[src/rtl/run_sched.sv]
// rtl/run_sched.sv - round-robin scheduler driving an engine's run/cont/halt inputs
//
// Shares one execution engine among N requesters. The selected requester is
// granted (one-hot gnt), the engine is started with a one-cycle run pulse, and
// the slice is either extended (cont) when nobody else waits or preempted
// (halt) when the quantum expires with other requests pending.
//
// Ports:
//   clk      - system clock, rising edge
//   reset    - asynchronous active-low reset
//   req      - level request per requester
//   done     - engine job complete for the current grant (sampled in ACTIVE)
//   gnt      - one-hot grant
//   run      - one-cycle engine start pulse
//   cont     - one-cycle slice-extension pulse
//   halt     - one-cycle engine stop pulse
//   busy     - scheduler not idle
//   done_vld - one-cycle pulse, grant ended through done
//   done_id  - index of the completed requester, valid with done_vld
//   cs       - current state code
module run_sched #(
    parameter int N       = 4,
    parameter int QUANTUM = 8
) (
    input  logic         clk,
    input  logic         reset,
    input  logic [N-1:0] req,
    input  logic         done,
    output logic [N-1:0] gnt,
    output logic         run,
    output logic         cont,
    output logic         halt,
    output logic         busy,
    output logic         done_vld,
    output logic [2:0]   done_id,
    output logic [2:0]   cs
);

    localparam int             CW     = $clog2(QUANTUM);
    localparam logic [CW-1:0]  RELOAD = CW'(QUANTUM - 1);

    typedef enum logic [2:0] {
        S_IDLE    = 3'b000,
        S_START   = 3'b001,
        S_ACTIVE  = 3'b010,
        S_STOP    = 3'b011,
        S_RELEASE = 3'b100
    } state_t;

    state_t        state_q, state_d;
    logic [CW-1:0] cnt_q, cnt_d;
    logic [2:0]    last_q, last_d;
    logic [2:0]    idx_q, idx_d;
    logic [N-1:0]  gnt_q, gnt_d;
    logic          run_q, run_d;
    logic          cont_q, cont_d;
    logic          halt_q, halt_d;
    logic          busy_q, busy_d;
    logic          done_vld_q, done_vld_d;
    logic [2:0]    done_id_q, done_id_d;

    // Round-robin pick: rotate req so that bit 0 is requester last+1, take the
    // lowest set bit, then map the offset back to an absolute index.
    logic [3:0]   shamt;
    logic [N-1:0] rot;
    logic [2:0]   off;
    logic [3:0]   tmp;
    logic [2:0]   pick;
    logic [N-1:0] pick_oh;

    always_comb begin
        shamt = {1'b0, last_q} + 4'd1;
        rot   = N'({req, req} >> shamt);
        off   = '0;
        for (int i = N - 1; i >= 0; i--) begin
            if (rot[i]) off = 3'(i);
        end
        tmp = {1'b0, last_q} + 4'd1 + {1'b0, off};
        if (tmp >= 4'(N)) tmp = tmp - 4'(N);
        pick    = tmp[2:0];
        pick_oh = {{(N-1){1'b0}}, 1'b1} << pick;
    end

    always_comb begin
        state_d    = state_q;
        cnt_d      = cnt_q;
        last_d     = last_q;
        idx_d      = idx_q;
        gnt_d      = gnt_q;
        run_d      = 1'b0;
        cont_d     = 1'b0;
        halt_d     = 1'b0;
        done_vld_d = 1'b0;
        done_id_d  = done_id_q;
        case (state_q)
            S_IDLE: begin
                if (|req) begin
                    gnt_d   = pick_oh;
                    idx_d   = pick;
                    run_d   = 1'b1;
                    state_d = S_START;
                end
            end
            S_START: begin
                cnt_d   = RELOAD;
                state_d = S_ACTIVE;
            end
            S_ACTIVE: begin
                if (done) begin
                    gnt_d      = '0;
                    done_vld_d = 1'b1;
                    done_id_d  = idx_q;
                    state_d    = S_RELEASE;
                end else if (!cont_q && !(|(req & gnt_q))) begin
                    // A withdrawal seen while cont is on the wire is acted on one
                    // cycle later so cont and halt never land back to back.
                    halt_d  = 1'b1;
                    state_d = S_STOP;
                end else if (cnt_q == '0 && |(req & ~gnt_q)) begin
                    halt_d  = 1'b1;
                    state_d = S_STOP;
                end else if (cnt_q == '0) begin
                    cnt_d  = RELOAD;
                    cont_d = 1'b1;
                end else begin
                    cnt_d = cnt_q - 1'b1;
                end
            end
            S_STOP: begin
                gnt_d   = '0;
                state_d = S_RELEASE;
            end
            S_RELEASE: begin
                last_d  = idx_q;
                state_d = S_IDLE;
            end
            default: begin
                gnt_d   = '0;
                state_d = S_IDLE;
            end
        endcase
        busy_d = (state_d != S_IDLE);
    end

    always_ff @(posedge clk or negedge reset) begin
        if (!reset) begin
            state_q    <= S_IDLE;
            cnt_q      <= '0;
            last_q     <= 3'(N - 1);
            idx_q      <= '0;
            gnt_q      <= '0;
            run_q      <= 1'b0;
            cont_q     <= 1'b0;
            halt_q     <= 1'b0;
            busy_q     <= 1'b0;
            done_vld_q <= 1'b0;
            done_id_q  <= '0;
        end else begin
            state_q    <= state_d;
            cnt_q      <= cnt_d;
            last_q     <= last_d;
            idx_q      <= idx_d;
            gnt_q      <= gnt_d;
            run_q      <= run_d;
            cont_q     <= cont_d;
            halt_q     <= halt_d;
            busy_q     <= busy_d;
            done_vld_q <= done_vld_d;
            done_id_q  <= done_id_d;
        end
    end

    assign gnt      = gnt_q;
    assign run      = run_q;
    assign cont     = cont_q;
    assign halt     = halt_q;
    assign busy     = busy_q;
    assign done_vld = done_vld_q;
    assign done_id  = done_id_q;
    assign cs       = state_q;

endmodule
[config.mk]
export PLATFORM = sky130hd
export DESIGN_NAME = run_sched
export DESIGN_NICKNAME = d
export VERILOG_FILES = /design/src/rtl/run_sched.sv
export SDC_FILE = /design/constraint.sdc
export NUM_CORES = 1
export LEC_CHECK = 0
export CORE_ASPECT_RATIO = 0.9
export CORE_MARGIN = 5
export CORE_UTILIZATION = 34
export CTS_BUF_LIST = sky130_fd_sc_hd__clkbuf_2 sky130_fd_sc_hd__clkbuf_4 sky130_fd_sc_hd__clkbuf_8
export DETAILED_ROUTE_END_ITERATION = 10
export DONT_BUFFER_PORTS = 1
export PLACE_DENSITY = 0.55
export SLEW_MARGIN = 20
export SYNTH_ARGS = -nofsm -noshare
export SYNTH_HDL_FRONTEND = slang
export SYNTH_SLANG_ARGS = --single-unit
[constraint.sdc]
create_clock -name clk -period 3.2 [get_ports clk]
set_input_delay 0.64 -clock clk [delete_from_list [all_inputs] [get_ports clk]]
set_output_delay 0.64 -clock clk [all_outputs]
set_load 0.1 [all_outputs]
Yosys cells after proc, flatten, opt, wreduce, memory -nomap -nowiden

Cells that the tools add are included.

Bits in registers: 24
Output and inout port bits: 15
Input port bits: 7

Shift operators: 2
Multiplexer cells: 31
$lt $le $gt $ge: 1
Add/subtract/negate cells: 4
Eq/ne operators: 9
Bitwise gates (word level): 4
Reduce and logical (&&, ||, !) cells: 16

Operators with widths:

| kind                  | number |
|---|---|
| $mux W3               | 11 |
| $mux W1               | 13 |
| $pmux W3 S4           | 1 |
| $pmux W4 S3           | 1 |
| $reduce_or A4 Y1      | 3 |
| $ne A2 B2 Y1 const B  | 5 |
| $and A4 B4 Y4         | 2 |
| $mux W4               | 2 |
| $shr A8 B4 Y4         | 1 |
| $eq A3 B2 Y1 const B  | 2 |
| $logic_not A3 Y1      | 2 |
| $pmux W3 S2           | 1 |
| $add A3 B1 Y4 const B | 1 |
| $add A4 B3 Y4         | 1 |
| $ge A4 B3 Y1 const B  | 1 |
| $mux W2               | 2 |
| $not A4 Y4            | 1 |
| $reduce_and A2 Y1     | 2 |
| $reduce_and A4 Y1     | 1 |
| $shl A1 B3 Y4 const A | 1 |
| $eq A3 B1 Y1 const B  | 1 |
| $eq A3 B3 Y1 const B  | 1 |
| $reduce_and A3 Y1     | 1 |
| $reduce_bool A3 Y1    | 1 |
| 7 further kinds       | 9 |

Longest topological paths before layout

Depth after elaboration: 12
Depth in mapped cells: 11
Depth with buffers taken out: 10

Worst setup path after synthesis

OpenSTA, ideal clock, no wires.

Kind: input to register
Start point: input port req[1]
End point: register gnt_q[2] (netlist: gnt[2])
Buffers on the path: 1
Stages on the path: 10
Arrival: 2.308 ns
Slack: 0.769 ns
Required time: 3.077 ns
Cells stage by stage: buf_2 -> mux2i_1 -> nor3_1 -> a31oi_1 -> o32a_1 -> fa_1 -> inv_1 -> o211a_1 -> nor2_1 -> a32o_1

Word-level cells in the longest chain between the ends: 11

Ends and longest elaborated chain:

| what                                                 | line | text |
|---|---|---|
| from (decl)                                          | 27   | `input logic [N-1:0] req,` |
| $shr A8 B4 Y4                                        | 73   | `rot = N'({req, req} >> shamt);` |
| $mux W2 (2 in series)                                | 76   | `if (rot[i]) off = 3'(i);` |
| $mux W3 (2 in series)                                | 76   |  |
| $add A4 B3 Y4                                        | 78   | `tmp = {1'b0, last_q} + 4'd1 + {1'b0, off};` |
| $ge A4 B3 Y1 / $sub A3 B3 Y3 (equally long branches) | 79   | `if (tmp >= 4'(N)) tmp = tmp - 4'(N);` |
| $mux W3                                              | 79   |  |
| $shl A1 B3 Y4                                        | 81   | `pick_oh = {{(N-1){1'b0}}, 1'b1} << pick;` |
| $mux W4                                              | 97   | `if (\|req) begin` |
| $pmux W4 S3                                          | 95   | `case (state_q)` |
| to (signal assigned)                                 | 163  | `gnt_q <= gnt_d;` |
| to (decl)                                            | 54   | `logic [N-1:0] gnt_q, gnt_d;` |

Parallel ways exist; a longest one is shown, timed or not. The select of a mux whose other input is x is not followed.
A chain may end at the register's enable or synchronous reset.

Worst setup path after layout

Start point: register last_q[0]
End point: register gnt_q[2] (netlist: gnt[2])

Word-level cells in the longest chain between the ends: 12

Ends and longest elaborated chain:

| what                                                 | line   | text |
|---|---|---|
| from (decl)                                          | 52     | `logic [2:0] last_q, last_d;` |
| from (signal assigned)                               | 149    | `last_q <= 3'(N - 1);` |
| from (signal assigned)                               | 161    | `last_q <= last_d;` |
| $add A3 B1 Y4 (*)                                    | 72, 78 |  |
| $shr A8 B4 Y4                                        | 73     |  |
| $mux W2 (2 in series)                                | 76     |  |
| $mux W3 (2 in series)                                | 76     |  |
| $add A4 B3 Y4 (*)                                    | 78     |  |
| $ge A4 B3 Y1 / $sub A3 B3 Y3 (equally long branches) | 79     |  |
| $mux W3 (*)                                          | 79     |  |
| $shl A1 B3 Y4 (*)                                    | 81     |  |
| $mux W4 (*)                                          | 97     |  |
| $pmux W4 S3 (*)                                      | 95     |  |

Every way passes the cells marked *; elsewhere a longest branch is shown, timed or not. The select of a mux whose other input is x is not followed.

==> results.md <==
* Status: complete, no violations
* Hold crit path type: in2async
* Layout Nets at 140
* Vias in the first global route at 983
* Clock Path Buffers at 2
* Main synth FF type: dfrtp_1
* CP Data Required Time at between 3 and 4 ns
* Fmax at 0.412 GHz
* Post-cts sizing count at 0
* Crit path max fanout at 10
* Avg WL per Cell at 15.4 µm
* Post-synthesis adder-cell area fraction at 5.41%
* Count of input and output buffers at 0
* Non-Filler Cell Area, Final at between 1000 and 1500 µm²
* Mapped Area at about 1300 µm²
* Slew margin rel. at a little over a third
* Final RePlAce weighted congestion at around 0.7
* DR DRC count at 0
* Initial antenna violation count at 0
* Arrival time at the worst endpoint at approximately 2.6 ns
* First-pass GRT wire length at approximately 4.5 mm
* Synthesis-to-finish area growth at 10.4%
* # setup viols final at 0
* Synthesized flop and latch total at 24
* FFs w/ async S/R, synth at 100%
* Dpl cells at between 150 and 200
* Final hold vios at 0
* Grt ovf at 0
* Worst Max-Slew Pin Slew at approximately 1 ns
* Final Non-Filler Cells at approximately 170
* Cell row count at 21
* Total GRT Usage at about 11%
* Hold Slack at 0.0624 ns
* CTS tree: built
* Pin count of the biggest net entering global routing at 25
* H-tree Lvls at 1
* Die Wd at ~75 µm
* Placed cell area at approximately 1400 µm²
* DRT antenna net count at 0
* N_diodes at 0
* TNS Setup at 0 ns
* Routed vias at 939
* Max Cap Viol at 0
* Register area share after synthesis at about 47%
* Setup bufs post-CTS at 0
* Synth Area in Simple Gates at 15.4%
* Clock transition at the registers of the reported paths at ~0.08 ns
* Number of DRC markers in iteration 0 at 22
* Post-synth top area cell: dfrtp_1
* Main area contributors after synthesis: dfrtp_1 (43%), mux2_2 (6.1%), dfstp_2 (4.1%)
* Die Height at 68.6 µm
* Full die area at ~5000 µm²
* Post-Route WL at 2.67 mm
* Critical path class: reg2reg
* CP startpoint kind: register
* Syn Nets at ~140
* Initial Util at 35.0%
* Synth Area in XOR/XNOR at 0%
* Synth Warn # at 0
* TritonRoute pass-1 iters at 4
* Largest family of logic cells by synthesized area: compound AO/OA/AOI/OAI gates
* Setup Skew at a little under 0.0008 ns
* Layout cells sized above 1 at around a fifth
* Final Critical Period at around 2.4 ns
* Via/cell ratio at between 5 and 6
* Synth unique cells at 41
* Complex-gate fraction of the synthesized area at a little under a fifth
* Post-CTS Hold Buffers at 0
* CTS buffer count at 3
* Post-DP HPWL at slightly above 2 mm
* Count leader, synth: dfrtp_1
* Clk_lat worst skew at between 0.2 and 0.3 ns
* Cells after synthesis at 124
* RSZ-0062 raised after global routing: no
* Setup crit end kind: register
* Number of top-level pins at 22
* Core footprint at ~3700 µm²
* Post-synth top cells: dfrtp_1 (22), inv_1 (12), nor2_1 (10)
* Clock Tree Root: clkbuf_8
* Clock sinks at 24
* Period Utilization, post-route at between 70% and 80%
* Slew Viols, Final at 0
* Top-area cell type share of the netlist area at a little over two fifths
* Number of synthesized flops with an enable pin at 0
* Mux share of post-synthesis cell area at 7.63%
* Post-synthesis average cell area at 10.4 µm²
[metal layers]
layer  vias up  wire [µm]  global-route usage (%)
li1        451          -                       -
met1       467       1280                    15.0
met2        19       1190                    17.2
met3         2        174                    3.48
met4         0         16                    5.11
met5         -          0                       0
[cells by family after synthesis]
logic type	Yosys count
AO/OA/AOI/OAI	32
adder cells (fa/ha/maj)	5
buffers and inverters	19
flip-flops	24
multiplexers	9
AND/OR/NAND/NOR	35
[final cells by class]
cell class / count / area (µm²)
Tap cell: 46 / 57.6
Clock buffer: 3 / 41.3
Sequential cell: 24 / 603
Clock inverter: 1 / 30.0
Timing Repair Buffer: 6 / 45.0
Fill cell: 370 / 2270
Inverter: 12 / 45.0
Multi-Input combinational cell: 81 / 608
[critical path, cell delays in order (launching register included)]
cell and delay [ns]:
dfstp_2 0.64, nor2b_1 0.20, o22ai_1 0.10, a21oi_1 0.14, a21oi_1 0.09, ha_1 0.22
fa_1 0.36, inv_1 0.06, o211a_1 0.18, nor2_1 0.06, a32o_1 0.27
[registers in the layout (all words and copies together) (netlist names)]
register	cells
cs	3
done_vld	1
cnt_q	3
cont	1
gnt	4
done_id	3
busy	1
idx_q	3
run	1
halt	1
last_q	3
[worst paths after layout]
check	start	end	slack [ns]	cells after the start
setup reg to reg	last_q[0]	gnt[2]	0.77	10
min in group clk	idx_q[1]	idx_q[1]	0.52	2
hold / removal	reset	done_id[2]	0.06	0
setup / recovery	last_q[0]	gnt[2]	0.77	10
max in group asynchronous	reset	last_q[0]	2.97	0
hold reg to reg	idx_q[1]	idx_q[1]	0.52	2
[metrics by stage]
stage               worst slack, ns  util (%)
global placement              0.828      36.7
detailed placement            0.786      36.7
finish                        0.774      38.6
global route                  0.592      38.6
floorplan                     0.769         -
CTS                           0.769      38.6
[layout by cell type (no fill, tap or decap), types with 3 or more instances in the layout]
cell type and n:
a21oi_1 6, buf_4 6, clkbuf_8 3, dfrtp_1 22, ha_1 4, inv_1 12
mux2_2 7, nand2_1 5, nand2b_1 7, nor2_1 10, nor3_1 3, o21ai_0 5
Power is not shown: default switching activity piles up to over one toggle a cycle in this logic, so the estimate is an artifact.
==> edit, RTL diff (config.mk and constraints unchanged) <==
Reset style: synchronous (`reset`), changed in one clocked block. Comments in the files are not updated.
--- a/src/rtl/run_sched.sv
+++ b/src/rtl/run_sched.sv
@@ -142,7 +142,7 @@
         busy_d = (state_d != S_IDLE);
     end
 
-    always_ff @(posedge clk or negedge reset) begin
+    always_ff @(posedge clk) begin
         if (!reset) begin
             state_q    <= S_IDLE;
             cnt_q      <= '0;
Function: differs if reset is asserted again (counterexample within 4 cycles, from zero or initial values and one cycle with reset low); with reset held inactive, the same outputs for 10 cycles.
==> edit against the original RTL <==
- synthesized cell count grew 22%
- fmax fell by 5.9%
- setup slack lost 0.15 ns
- sequential share of layout area is 9.7 points lower
- cell area up 3.3%
- clock skew rose by 0.0020 ns
- synthesized area is 1.6% higher
- routed wire length is 6.9% higher
- hold slack better by 0.37 ns
- sequential cell count is the same
- largest cell class unchanged
==> edit: results <==
cts:
  worstSkewPairLatency_ns: 0.26
  postCtsSetupRepairBufs: 0
  ctsResizeCount: 0
  cts.clk_slew.worst_paths_ns: 0.08
cells_and_area:
  multiInputGateArea_um2: 767
  seq_share: 0.325
  final_layout_size_suffix_gt1_frac: 0.139
  largest_reg_flops: 4
  inv_count: 11
  layout.nets: 171
  multi_input_comb_cells: 111
  buffers_excl_clock: 8
  clock_cell_area_share: 0.0483
  fill_cells: 378
  layout.nonclk_buf_frac: 0.0406
critical_path:
  setup.worst_path.end_class: "flip-flop"
  reg2reg_depth: 10
  r2r_end: "gnt[0]"
  critPathKind: "reg2reg"
  rrSetupSlack_ns: 0.62
  slowest_delay_ns: 0.48
  crit_arrival_ns: 2.74
  critPathSlowestCell: "dfxtp_1"
  rr_startpoint: "last_q[0]"
  critPathTopFamily: "compound AO/OA/AOI/OAI gates"
  crit_path_max_fanout: 9
global_route:
  grt_use_met2: 0.184
  grt_util_met1: 0.143
  grt_pass1_vias: 1036
  grt_pass1_wl_mm: 4.72
  antenna_found_initial: 0
  grt_use_total: 0.114
  use_met3: 0.0422
  grt_start_max_net_pins: 15
synthesis:
  synth_nets: 163
  async_reset_ff_frac: 0
  synth.top_cells.by_count: "dfxtp_1, nand2_1, nor2_1"
  ys_seq_area_frac: 0.365
  yosys-top-cells-area: "dfxtp_1, nand2_1, nor2_1"
  ys_types: 50
hold_path:
  hold_class: "in2reg"
  hold_start: "reset"
  holdPathStages: 1
  hold_path_end: "last_q[1]"
placed_design:
  numPortBuffers: 0
  hpwl_mm: 2.25
  routabilityCongestion: 0.771
sta:
  worst_pin_slew_ns: 0.977
  skew_ns: 0.00280
  hold_slack_ns: 0.434
status:
  outcome: "finished, final reports clean"
route:
  firstDrtPassIters: 4
  drtIter0Drc: 51
  avgRoutedWirePerCell_um: 14.0
  vias: 1079
power_and_ir_drop:
  powerClk_w: 0.000262
  netSwitchingPower_w: 0.000324
==> edit: cells by family (layout without fill, tap and decap cells) <==
group | count (synthesis) | in the layout | synth area share
buf+inv | 16 | 23 | 0.0523
mux | 5 | 5 | 0.0390
fa+ha+maj | 5 | 5 | 0.0532
simple gates | 64 | 64 | 0.256
flops | 24 | 24 | 0.365
compound gates | 37 | 37 | 0.235
==> edit: metrics by stage <==
step | setup WS, ns | total power [W] | util | area (µm²) | std cells
3_5_place_dp | 0.546 | 0.000657 | 0.377 | 1410 | 200
5_1_grt | 0.444 | 0.000957 | 0.396 | 1480 | 204
6_report | 0.623 | 0.000909 | 0.396 | 1480 | 204
3_3_place_gp | 0.587 | 0.000650 | 0.377 | 1410 | 200
4_1_cts | 0.634 | 0.000922 | 0.396 | 1480 | 204
2_1_floorplan | 0.671 | 0.000608 | - | 1320 | 151
==> edit: routing by layer <==
layer	vias to the layer above	share of wire
met3	2	0.072
met1	497	0.45
met5	-	0
met4	0	0.0063
li1	550	-
met2	30	0.47
